===== src/rtl/output_channel_buffer_bank_if.sv =====
// Writeback-enqueue and network-dequeue signal bundle for output_channel_buffer_bank.
// master = writeback/network side, slave = the buffer bank.
interface output_channel_buffer_bank_if #(
   parameter int unsigned NUM_OUTPUT_CHANNELS = 4,
   parameter int unsigned COUNT_WIDTH         = 3,
   parameter int unsigned TAG_WIDTH           = 3,
   parameter int unsigned WORD_WIDTH          = 32
);
   logic                                              enqueue_valid;
   logic [NUM_OUTPUT_CHANNELS-1:0]                    enqueue_oci;
   logic [TAG_WIDTH-1:0]                              enqueue_tag;
   logic [WORD_WIDTH-1:0]                             enqueue_data;
   logic [NUM_OUTPUT_CHANNELS-1:0][COUNT_WIDTH-1:0]   output_channel_counts;
   logic [NUM_OUTPUT_CHANNELS-1:0]                    output_channel_valid;
   logic [NUM_OUTPUT_CHANNELS-1:0][TAG_WIDTH-1:0]     output_channel_tags;
   logic [NUM_OUTPUT_CHANNELS-1:0][WORD_WIDTH-1:0]    output_channel_data;
   logic [NUM_OUTPUT_CHANNELS-1:0]                    output_channel_ready;
   logic [NUM_OUTPUT_CHANNELS-1:0]                    overflow_error;

   modport master (
      output enqueue_valid, enqueue_oci, enqueue_tag, enqueue_data, output_channel_ready,
      input  output_channel_counts, output_channel_valid, output_channel_tags,
             output_channel_data, overflow_error
   );

   modport slave (
      input  enqueue_valid, enqueue_oci, enqueue_tag, enqueue_data, output_channel_ready,
      output output_channel_counts, output_channel_valid, output_channel_tags,
             output_channel_data, overflow_error
   );
endinterface


===== src/rtl/output_channel_buffer_bank.sv =====
// Per-output-channel FIFO bank: multicast enqueue from writeback, valid/ready dequeue to network.
// Optional sticky overflow flags under `TIA_OUTPUT_CHANNEL_OVERFLOW_CHECK_EN.
module output_channel_buffer_bank #(
   parameter int unsigned NUM_OUTPUT_CHANNELS = 4,
   parameter int unsigned FIFO_DEPTH          = 4,
   parameter int unsigned COUNT_WIDTH         = $clog2(FIFO_DEPTH + 1),
   parameter int unsigned TAG_WIDTH           = 3,
   parameter int unsigned WORD_WIDTH          = 32
) (
   input logic                         clock,
   input logic                         reset,
   output_channel_buffer_bank_if.slave bus
);
   localparam int unsigned PTR_WIDTH = $clog2(FIFO_DEPTH);
   localparam logic [COUNT_WIDTH-1:0] FULL_COUNT = COUNT_WIDTH'(FIFO_DEPTH);

   logic [NUM_OUTPUT_CHANNELS-1:0]                  deq;
   logic [NUM_OUTPUT_CHANNELS-1:0]                  enq_req;
   logic [NUM_OUTPUT_CHANNELS-1:0]                  enq_acc;
   logic [NUM_OUTPUT_CHANNELS-1:0][COUNT_WIDTH-1:0] count;
   logic [NUM_OUTPUT_CHANNELS-1:0][PTR_WIDTH-1:0]   rd_ptr;
   logic [NUM_OUTPUT_CHANNELS-1:0][PTR_WIDTH-1:0]   wr_ptr;
   logic [TAG_WIDTH-1:0]                            tag_mem  [NUM_OUTPUT_CHANNELS][FIFO_DEPTH];
   logic [WORD_WIDTH-1:0]                           data_mem [NUM_OUTPUT_CHANNELS][FIFO_DEPTH];

   // A full channel still accepts when its head leaves in the same cycle.
   always_comb begin
      deq     = '0;
      enq_req = '0;
      enq_acc = '0;
      for (int unsigned i = 0; i < NUM_OUTPUT_CHANNELS; i++) begin
         deq[i]     = (count[i] != '0) && bus.output_channel_ready[i];
         enq_req[i] = bus.enqueue_valid && bus.enqueue_oci[i];
         enq_acc[i] = enq_req[i] && ((count[i] < FULL_COUNT) || deq[i]);
      end
   end

   always_ff @(posedge clock or negedge reset) begin
      if (!reset) begin
         count  <= '0;
         rd_ptr <= '0;
         wr_ptr <= '0;
      end else begin
         for (int unsigned i = 0; i < NUM_OUTPUT_CHANNELS; i++) begin
            if (enq_acc[i]) wr_ptr[i] <= wr_ptr[i] + 1'b1;
            if (deq[i])     rd_ptr[i] <= rd_ptr[i] + 1'b1;
            if (enq_acc[i] && !deq[i])
               count[i] <= count[i] + 1'b1;
            else if (!enq_acc[i] && deq[i])
               count[i] <= count[i] - 1'b1;
         end
      end
   end

   always_ff @(posedge clock) begin
      for (int unsigned i = 0; i < NUM_OUTPUT_CHANNELS; i++) begin
         if (enq_acc[i]) begin
            tag_mem[i][wr_ptr[i]]  <= bus.enqueue_tag;
            data_mem[i][wr_ptr[i]] <= bus.enqueue_data;
         end
      end
   end

   // Outputs depend only on registered state; heads read as zero while empty.
   always_comb begin
      bus.output_channel_counts = '0;
      bus.output_channel_valid  = '0;
      bus.output_channel_tags   = '0;
      bus.output_channel_data   = '0;
      for (int unsigned i = 0; i < NUM_OUTPUT_CHANNELS; i++) begin
         bus.output_channel_counts[i] = count[i];
         bus.output_channel_valid[i]  = (count[i] != '0);
         if (count[i] != '0) begin
            bus.output_channel_tags[i] = tag_mem[i][rd_ptr[i]];
            bus.output_channel_data[i] = data_mem[i][rd_ptr[i]];
         end
      end
   end

`ifdef TIA_OUTPUT_CHANNEL_OVERFLOW_CHECK_EN
   logic [NUM_OUTPUT_CHANNELS-1:0] overflow;

   always_ff @(posedge clock or negedge reset) begin
      if (!reset) overflow <= '0;
      else        overflow <= overflow | (enq_req & ~enq_acc);
   end

   assign bus.overflow_error = overflow;
`else
   assign bus.overflow_error = '0;
`endif
endmodule


===== src/flat_wrapper.sv =====
// flat-port wrapper written by rule: the top's interface ports become plain ports
module output_channel_buffer_bank_flat 
#(
   parameter int unsigned NUM_OUTPUT_CHANNELS = 4,
   parameter int unsigned FIFO_DEPTH          = 4,
   parameter int unsigned COUNT_WIDTH         = $clog2(FIFO_DEPTH + 1),
   parameter int unsigned TAG_WIDTH           = 3,
   parameter int unsigned WORD_WIDTH          = 32
)
  (clock, reset, bus_enqueue_valid, bus_enqueue_oci, bus_enqueue_tag, bus_enqueue_data, bus_output_channel_ready, bus_output_channel_counts, bus_output_channel_valid, bus_output_channel_tags, bus_output_channel_data, bus_overflow_error);
  output_channel_buffer_bank_if #(.NUM_OUTPUT_CHANNELS(NUM_OUTPUT_CHANNELS), .COUNT_WIDTH(COUNT_WIDTH), .TAG_WIDTH(TAG_WIDTH), .WORD_WIDTH(WORD_WIDTH)) bus_i ();
  input logic clock;
  input logic reset;
  input wire logic [$bits(bus_i.enqueue_valid)-1:0] bus_enqueue_valid;
  input wire logic [$bits(bus_i.enqueue_oci)-1:0] bus_enqueue_oci;
  input wire logic [$bits(bus_i.enqueue_tag)-1:0] bus_enqueue_tag;
  input wire logic [$bits(bus_i.enqueue_data)-1:0] bus_enqueue_data;
  input wire logic [$bits(bus_i.output_channel_ready)-1:0] bus_output_channel_ready;
  output wire logic [$bits(bus_i.output_channel_counts)-1:0] bus_output_channel_counts;
  output wire logic [$bits(bus_i.output_channel_valid)-1:0] bus_output_channel_valid;
  output wire logic [$bits(bus_i.output_channel_tags)-1:0] bus_output_channel_tags;
  output wire logic [$bits(bus_i.output_channel_data)-1:0] bus_output_channel_data;
  output wire logic [$bits(bus_i.overflow_error)-1:0] bus_overflow_error;
  assign bus_i.enqueue_valid = bus_enqueue_valid;
  assign bus_i.enqueue_oci = bus_enqueue_oci;
  assign bus_i.enqueue_tag = bus_enqueue_tag;
  assign bus_i.enqueue_data = bus_enqueue_data;
  assign bus_i.output_channel_ready = bus_output_channel_ready;
  assign bus_output_channel_counts = bus_i.output_channel_counts;
  assign bus_output_channel_valid = bus_i.output_channel_valid;
  assign bus_output_channel_tags = bus_i.output_channel_tags;
  assign bus_output_channel_data = bus_i.output_channel_data;
  assign bus_overflow_error = bus_i.overflow_error;
  output_channel_buffer_bank #(.NUM_OUTPUT_CHANNELS(NUM_OUTPUT_CHANNELS), .FIFO_DEPTH(FIFO_DEPTH), .COUNT_WIDTH(COUNT_WIDTH), .TAG_WIDTH(TAG_WIDTH), .WORD_WIDTH(WORD_WIDTH)) u_core (.clock(clock), .reset(reset), .bus(bus_i));
endmodule

===== config.mk =====
export PLATFORM = sky130hd
export DESIGN_NAME = output_channel_buffer_bank_flat
export DESIGN_NICKNAME = d
export VERILOG_FILES = /design/src/rtl/output_channel_buffer_bank_if.sv /design/src/rtl/output_channel_buffer_bank.sv /design/src/flat_wrapper.sv
export SDC_FILE = /design/constraint.sdc
export NUM_CORES = 1
export LEC_CHECK = 0
export CORE_UTILIZATION = 40
export CTS_CLUSTER_SIZE = 10
export DETAILED_ROUTE_END_ITERATION = 8
export SYNTH_ARGS = -nofsm -noshare
export SYNTH_HDL_FRONTEND = slang
export SYNTH_SLANG_ARGS = --single-unit

===== constraint.sdc =====
create_clock -name clock -period 3.3 [get_ports clock]
set_clock_uncertainty 0.05 [all_clocks]
set_input_delay 0.66 -clock clock [delete_from_list [all_inputs] [get_ports clock]]
set_output_delay 0.66 -clock clock [all_outputs]
set_load 0.05 [all_outputs]

==> results by group, run 1 <==
CTS
  • Clock buffer count from CTS: 69
  • Reg clk slew, reported paths: around 0.050 ns
  • CTS Root Cell: clkbuf_16
  • Post-CTS Hold Buffers: 0
  • CTS tree: built
  • Clock Sinks: 588
  • Clock Latency Late Sink: around 0.58 ns
  • Clk buf depth: 3
  • H-tree depth: 3

Worst setup path
  • Worst path bufs/invs: 2
  • Data arrival, critical path: approximately 2.5 ns
  • Crit-path max cell delay: around 0.73 ns
  • Critical path, cell by cell: or3_2 > buf_4 > clkdlybuf4s50_1
  • Slowest cell on crit path: clkdlybuf4s50_1
  • Worst setup EP type: output port
  • WP data required: 2.59 ns
  • Maximum fanout along the worst path: 19
  • Top Family by Delay on Critical Path: buffers and inverters
  • Worst setup SP type: flop
  • WS Path Type: reg2out

Timing
  • PnR worst setup slack: 0.114 ns
  • Period minus WS final: 3.19 ns
  • Final period utilization: 0.966
  • RSZ-0062 raised after global routing: no
  • Slew Limit Fails: 0
  • Relative slew slack: 0.499
  • Final setup vio count: 0
  • Setup TNS: 0 ns
  • Min Hold Slack: 0.471 ns
  • Measured slew at the worst slew-check pin: 0.750 ns
  • Fmax achieved: about 0.31 GHz
  • Final Hold Viols: 0

Place
  • IO Port Bufs: 201
  • Global placement routability congestion: 0.708
  • Pre-CTS WS: 0.579 ns
  • DPL Wire Length: 31.3 mm

Logic synthesis
  • Syn_area_per_cell: 22.3 um2
  • Cell Area, Synth: 0.0230 mm2
  • Unique masters post-synth: 22
  • Post-Syn Instances: 1,033
  • Seq cells post-synth: 588
  • Yosys warns: 0
  • Sequential fraction of the synthesis area: 0.761

Power and ir drop
  • Sw frac: 0.397
  • PwrDens: 1040 mW/mm2
  • P_sw: roughly 0.011 W
  • Max VDD drop: 0.910 mV
  • Logic gate share of total power: 0.440
  • Power, Total: 0.0289 W
  • Leakage dissipation: 9.37 nW
  • Seq pwr share: 0.334
  • Clk pwr share: 0.226
  • Internal: approximately 0.017 W

Drt
  • Vias: 10,900
  • First-pass detailed-route iteration total: 4
  • Drt via density: 5.23
  • DRC viols: 0
  • DRT antenna net count: 0
  • Per-cell routed wire length: between 20 and 30 um
  • Routed WL: between 50 and 60 mm
  • Detailed Route Iter0 Violations: 758

Global route
  • Largest net degree at the start of global routing: 36
  • Gr ovfl total: 0
  • First-pass GRT wire length: roughly 77 mm
  • Initial antenna violation count: 1
  • Vias in the first global route: between 10,000 and 15,000
  • GRT Total Usage: 0.181

Final layout
  • Register area: approximately 0.018 mm2
  • Area delta synth->final: 20.4%
  • Nets: roughly 1,400
  • Multi-input logic area: ~0.0050 mm2
  • # diodes: 0
  • Layout cells sized above 1: 0.312
  • Fillers: 4,662

Floorplan
  • Total die area: 0.0585 mm2
  • Starting Density: 0.407
  • Core Area: 0.0566 mm2
  • I/O pins: 206
  • Rows: 87
  • Die W: 242 um
  • Die height: 242 um

Run status
  • Outcome: finished, final reports clean

Hold path
  • Hold WC Path Type: reg2reg

Flow run
  • # Max-Cap Violations: 0
## metal layers
layer | global-route usage | vias to the layer above | routed length [um]
met4 | 0.0547 | 0 | 1000
li1 | - | 4670 | -
met1 | 0.256 | 5864 | 23800
met3 | 0.0324 | 72 | 2660
met5 | 0 | - | 0
met2 | 0.287 | 300 | 25000
## placed cells by master (no fill, tap or decap), drive strengths merged, types with 8 or more instances in the layout
master and instances:
edfxtp 560, buf 193, and2 156, mux4 140
clkbuf 87, clkdlybuf4s50 59, dfrtp 28, ha 20
inv 17, xnor2 16, nand2 8, mux2 8
xor2 8
## registers in the layout, summed over array words and instances, names as in the netlist
| signal | count |
|---|---|
| u_core.rd_ptr | 8 |
| u_core.data_mem | 512 |
| u_core.tag_mem | 48 |
| u_core.wr_ptr | 8 |
| u_core.bus.output_channel_counts | 12 |
## path summary, 6_finish.rpt
| path | startpoint | to | slack [ns] | cells past startpoint |
|---|---|---|---|---|
| worst max-delay path | u_core.bus.output_channel_counts[6] | bus_output_channel_valid[2] | 0.11 | 3 |
| worst min-delay path | u_core.bus.output_channel_counts[11] | u_core.bus.output_channel_counts[11] | 0.47 | 1 |
| worst max register to register | u_core.bus.output_channel_counts[11] | u_core.bus.output_channel_counts[11] | 0.71 | 8 |
| worst min register to register | u_core.bus.output_channel_counts[11] | u_core.bus.output_channel_counts[11] | 0.47 | 1 |
| max in group asynchronous | reset | u_core.rd_ptr[1] | 2.02 | 2 |
| min in group asynchronous | reset | u_core.bus.output_channel_counts[5] | 0.48 | 1 |
## cell type report
type | instances | area share
multi-input cells | 380 | 0.181
repair buffers | 254 | 0.0824
inverters | 16 | 0.00217
clock inverters | 4 | 0.000768
well taps | 756 | 0.0342
clock buffers | 87 | 0.0663
flip-flops and latches | 588 | 0.633
## metrics by stage
stage / instances / cell area (um2) / util
2_1_floorplan: 1036 / 23000 / -
3_3_place_gp: 1985 / 25800 / 0.455
3_5_place_dp: 1985 / 25800 / 0.455
4_1_cts: 2076 / 27600 / 0.488
5_1_grt: 2085 / 27700 / 0.489
6_report: 2085 / 27700 / 0.489
## cell families after synthesis
kind of cell    share of synthesized area
xor+xnor                          0.00913
mux                                 0.146
fa+ha+maj                          0.0144
buf+inv                            0.0224
compound gates                   0.000870
flops                               0.761
simple gates                       0.0463
other cells                      0.000163
## power groups by stage
stage | Clock [W] | Sequential (W) | Combinational [W]
2_1_floorplan | 0 | 0.00968 | 0.00890
3_3_place_gp | 0 | 0.00979 | 0.0128
5_1_grt | 0.00697 | 0.00975 | 0.0134
3_5_place_dp | 0 | 0.00985 | 0.0128
6_report | 0.00653 | 0.00966 | 0.0127
4_1_cts | 0.00671 | 0.00970 | 0.0129
## Yosys cell counts (all sizes together)
cell type / count / area share
mux2: 8 / 0.0039
a21oi: 4 / 0.00087
xor2: 8 / 0.0030
ha: 20 / 0.011
xnor2: 16 / 0.0061
edfxtp: 560 / 0.73
nor2: 4 / 0.00065
or3: 4 / 0.0011
inv: 16 / 0.0026
and2: 156 / 0.042
nand3: 4 / 0.00087
buf: 36 / 0.017
clkbuf: 16 / 0.0026
dfrtp: 28 / 0.030
conb: 1 / 0.00016
nand2: 8 / 0.0013
fa: 4 / 0.0035
mux4: 140 / 0.14
## what timing repair did
action | in CTS | in global routing
pin swaps | 0 | 0
gates resized for setup | 2 | 1
buffers inserted | 0 | 9
setup endpoints to repair | 2 | 9
No activity file was read; power rests on OpenSTA's default activity.
==> inputs of run 2 (changes only) <==
--- a/config.mk
+++ b/config.mk
@@ -5,9 +5,11 @@
 export SDC_FILE = /design/constraint.sdc
 export NUM_CORES = 1
 export LEC_CHECK = 0
-export CORE_UTILIZATION = 40
-export CTS_CLUSTER_SIZE = 10
+export CORE_UTILIZATION = 62
+export CTS_CLUSTER_DIAMETER = 150
+export CTS_CLUSTER_SIZE = 25
 export DETAILED_ROUTE_END_ITERATION = 8
+export PLACE_DENSITY = 0.85
 export SYNTH_ARGS = -nofsm -noshare
 export SYNTH_HDL_FRONTEND = slang
 export SYNTH_SLANG_ARGS = --single-unit
==> run 2 against run 1 <==
Against the previous run:
- final cell count shrank 16%
- global-route usage grew 10 points
- worst setup slack gained 0.018 ns
- fmax grew 0.58%
- first-iteration DRC count grew 19%
- clock power shrank 43%
- worst hold slack lost 0.061 ns
- critical endpoint is now bus_output_channel_data[7]
==> results by group, run 2 (same netlist as run 1, synthesis figures left out) <==
Drt
  • Length of routed met2 wiring: 26.6 mm (was 25.0 mm)
  • Detailed Route Iter0 Violations: 903 (was 758)
  • DRT antenna net count: 0 (unchanged)
  • Vias: 11,100 (was 10,900)
  • Drt via density: 6.33 (was 5.23)
  • Met1 Routed Length: 19.5 mm (was 23.8 mm)
  • Highest metal used: met5 (was met4)
  • Routed WL: 51.6 mm (was 52.5 mm)
  • Met3 WL post-DR: 3.66 mm (was 2.66 mm)
  • First-pass detailed-route iteration total: 5 (was 4)
  • DRC viols: 0 (unchanged)
  • Per-cell routed wire length: 29.5 um (was 25.2 um)

Floorplan
  • Rows: 70 (was 87)
  • Die W: 195 um (was 242 um)
  • Starting Density: 0.630 (was 0.407)
  • I/O pins: 206 (unchanged)
  • Die height: 195 um (was 242 um)
  • Core Area: 0.0365 mm2 (was 0.0566 mm2)
  • Total die area: 0.0379 mm2 (was 0.0585 mm2)

Final layout
  • Nets: 1,334 (was 1,379)
  • Commonest non-fill, non-tap cell in the layout: edfxtp_1 (unchanged)
  • Largest register FFs: 512 (unchanged)
  • Layout cells sized above 1: 0.286 (was 0.312)
  • Commonest non-fill, non-tap cells in the layout: edfxtp_1 (560), buf_12 (158), and2_1 (140) (was edfxtp_1 (560), buf_4 (175), and2_1 (140))
  • # diodes: 0 (unchanged)
  • Final Cell Area: 0.0280 mm2 (was 0.0277 mm2)
  • Post-Layout Cell Count: 1,753 (was 2,085)
  • Area delta synth->final: 21.5% (was 20.4%)

Timing
  • Relative slew slack: 0.522 (was 0.499)
  • RSZ-0062 raised after global routing: no (unchanged)
  • Setup TNS: 0 ns (unchanged)
  • Final period utilization: 0.960 (was 0.966)
  • Fmax achieved: 0.316 GHz (was 0.314 GHz)
  • Final setup vio count: 0 (unchanged)
  • Final Hold Viols: 0 (unchanged)
  • Period minus WS final: 3.17 ns (was 3.19 ns)
  • Slew Limit Fails: 0 (unchanged)
  • Measured slew at the worst slew-check pin: 0.715 ns (was 0.750 ns)

Global route
  • GRT Total Usage: 0.281 (was 0.181)
  • First-pass GRT wire length: 76.2 mm (was 76.8 mm)
  • Gr ovfl total: 0 (unchanged)
  • Largest net degree at the start of global routing: 39 (was 36)
  • Vias in the first global route: 11,600 (was 11,400)
  • Initial antenna violation count: 1 (unchanged)

Power and ir drop
  • Max VDD drop: 0.920 mV (was 0.910 mV)
  • Sw frac: 0.390 (was 0.397)
  • P_sw: 0.0116 W (was 0.0115 W)
  • Seq pwr share: 0.325 (was 0.334)
  • Clk pwr share: 0.125 (was 0.226)
  • Leakage dissipation: 9.44 nW (was 9.37 nW)
  • Logic gate share of total power: 0.550 (was 0.440)
  • PwrDens: 1060 mW/mm2 (was 1040 mW/mm2)
  • Internal: 0.0181 W (was 0.0175 W)

CTS
  • Clock buffer count from CTS: 27 (was 69)
  • Reg clk slew, reported paths: 0.10 ns (was 0.05 ns)
  • CTS tree: built (unchanged)
  • CTS Root Cell: clkbuf_16 (unchanged)
  • Post-CTS Hold Buffers: 0 (unchanged)
  • Clock Latency Late Sink: 0.59 ns (was 0.58 ns)
  • H-tree depth: 1 (was 3)
  • Clock Sinks: 588 (unchanged)
  • Clk buf depth: 3 (unchanged)

Place
  • DPL Wire Length: 30.7 mm (was 31.3 mm)
  • Global placement routability congestion: 0.742 (was 0.708)
  • Placed Area: 0.0272 mm2 (was 0.0258 mm2)
  • IO Port Bufs: 201 (unchanged)
  • Placed cells: 1,699 (was 1,985)

Worst setup path
  • WS Path Type: reg2out (unchanged)
  • Maximum fanout along the worst path: 9 (was 19)
  • Critical path, cell by cell: buf_4 > mux4_1 > and2_1 > buf_12 (was or3_2 > buf_4 > clkdlybuf4s50_1)
  • WP data required: 2.59 ns (about the same)
  • Data arrival, critical path: 2.46 ns (was 2.48 ns)
  • Worst setup EP type: output port (unchanged)
  • Worst setup SP type: flop (unchanged)
  • Crit-path max cell delay: 0.64 ns (was 0.73 ns)
  • Slowest cell on crit path: mux4_1 (was clkdlybuf4s50_1)

Run status
  • Outcome: finished, final reports clean (unchanged)

Hold path
  • Hold WC Path Type: in2async (was reg2reg)

Flow run
  • # Max-Cap Violations: 0 (unchanged)
run 2: changes by cell type in the layout (fill, tap and decap cells not counted), sizes merged:
cell	previous run	this run
clkbuf	87	48
dlygate4sd2	2	0
buf	193	194
clkdlybuf4s50	59	57
clkinv	3	1
run 2: final cells by class:
type,instances,area (um2)
sequential,588,17500
fill,1850,8550
multi-input combinational,380,5010
timing repair buffer,251,4000
clock buffer,48,754
tap,468,586
inverter,16,60.1
clock inverter,2,25.0
run 2: repair_timing:
item | 4_1_cts | 5_1_grt
gates resized for setup | 1 | 0
pin swaps | 0 | 0
hold endpoints to repair | 0 | 0
setup buffers | 0 | 4
endpoints found under the setup margin | 1 | 1
run 2: critical path, delay by kind of cell, from the launching register on:
kind	cells	cell delay, ns
multiplexers	1	0.64
buffers and inverters	2	0.43
AND/OR/NAND/NOR	1	0.25
flip-flops	1	0.52
run 2: routing by layer:
layer / up-vias / global-route usage
li1: 4572 / -
met1: 5903 / 0.380
met2: 542 / 0.471
met3: 86 / 0.0437
met4: 2 / 0.0996
met5: - / 0
run 2: final timing paths:
kind / start / endpoint / slack [ns] / depth (start not counted)
setup / recovery: u_core.rd_ptr[0] / bus_output_channel_data[7] / 0.13 / 4
hold / removal: reset / u_core.wr_ptr[5] / 0.41 / 2
setup reg to reg: u_core.bus.output_channel_counts[0] / u_core.bus.output_channel_counts[2] / 0.82 / 9
hold reg to reg: u_core.rd_ptr[4] / u_core.rd_ptr[4] / 0.48 / 1
max in group asynchronous: reset / u_core.rd_ptr[4] / 2.47 / 2
min in group clock: u_core.rd_ptr[4] / u_core.rd_ptr[4] / 0.48 / 1
run 2: stage by stage:
stage | hold slack (ns) | setup slack (ns) | util | total power (W)
final | 0.410 | 0.132 | 0.766 | 0.0297
after global routing | 0.452 | 0.0735 | 0.766 | 0.0306
after CTS | 0.407 | 0.0194 | 0.765 | 0.0299
after detailed placement | 0.463 | 0.482 | 0.744 | 0.0261
after global placement | 0.453 | 0.596 | 0.744 | 0.0258
after floorplan | 0.314 | 0.624 | - | 0.0186
run 2: power by group through the flow:
| stage | logic, W | registers (W) | clock network (W) |
|---|---|---|---|
| after floorplan | 0.00890 | 0.00968 | 0 |
| after global placement | 0.0161 | 0.00969 | 0 |
| after detailed placement | 0.0163 | 0.00978 | 0 |
| after CTS | 0.0164 | 0.00965 | 0.00376 |
| after global routing | 0.0169 | 0.00971 | 0.00399 |
| final | 0.0164 | 0.00964 | 0.00371 |
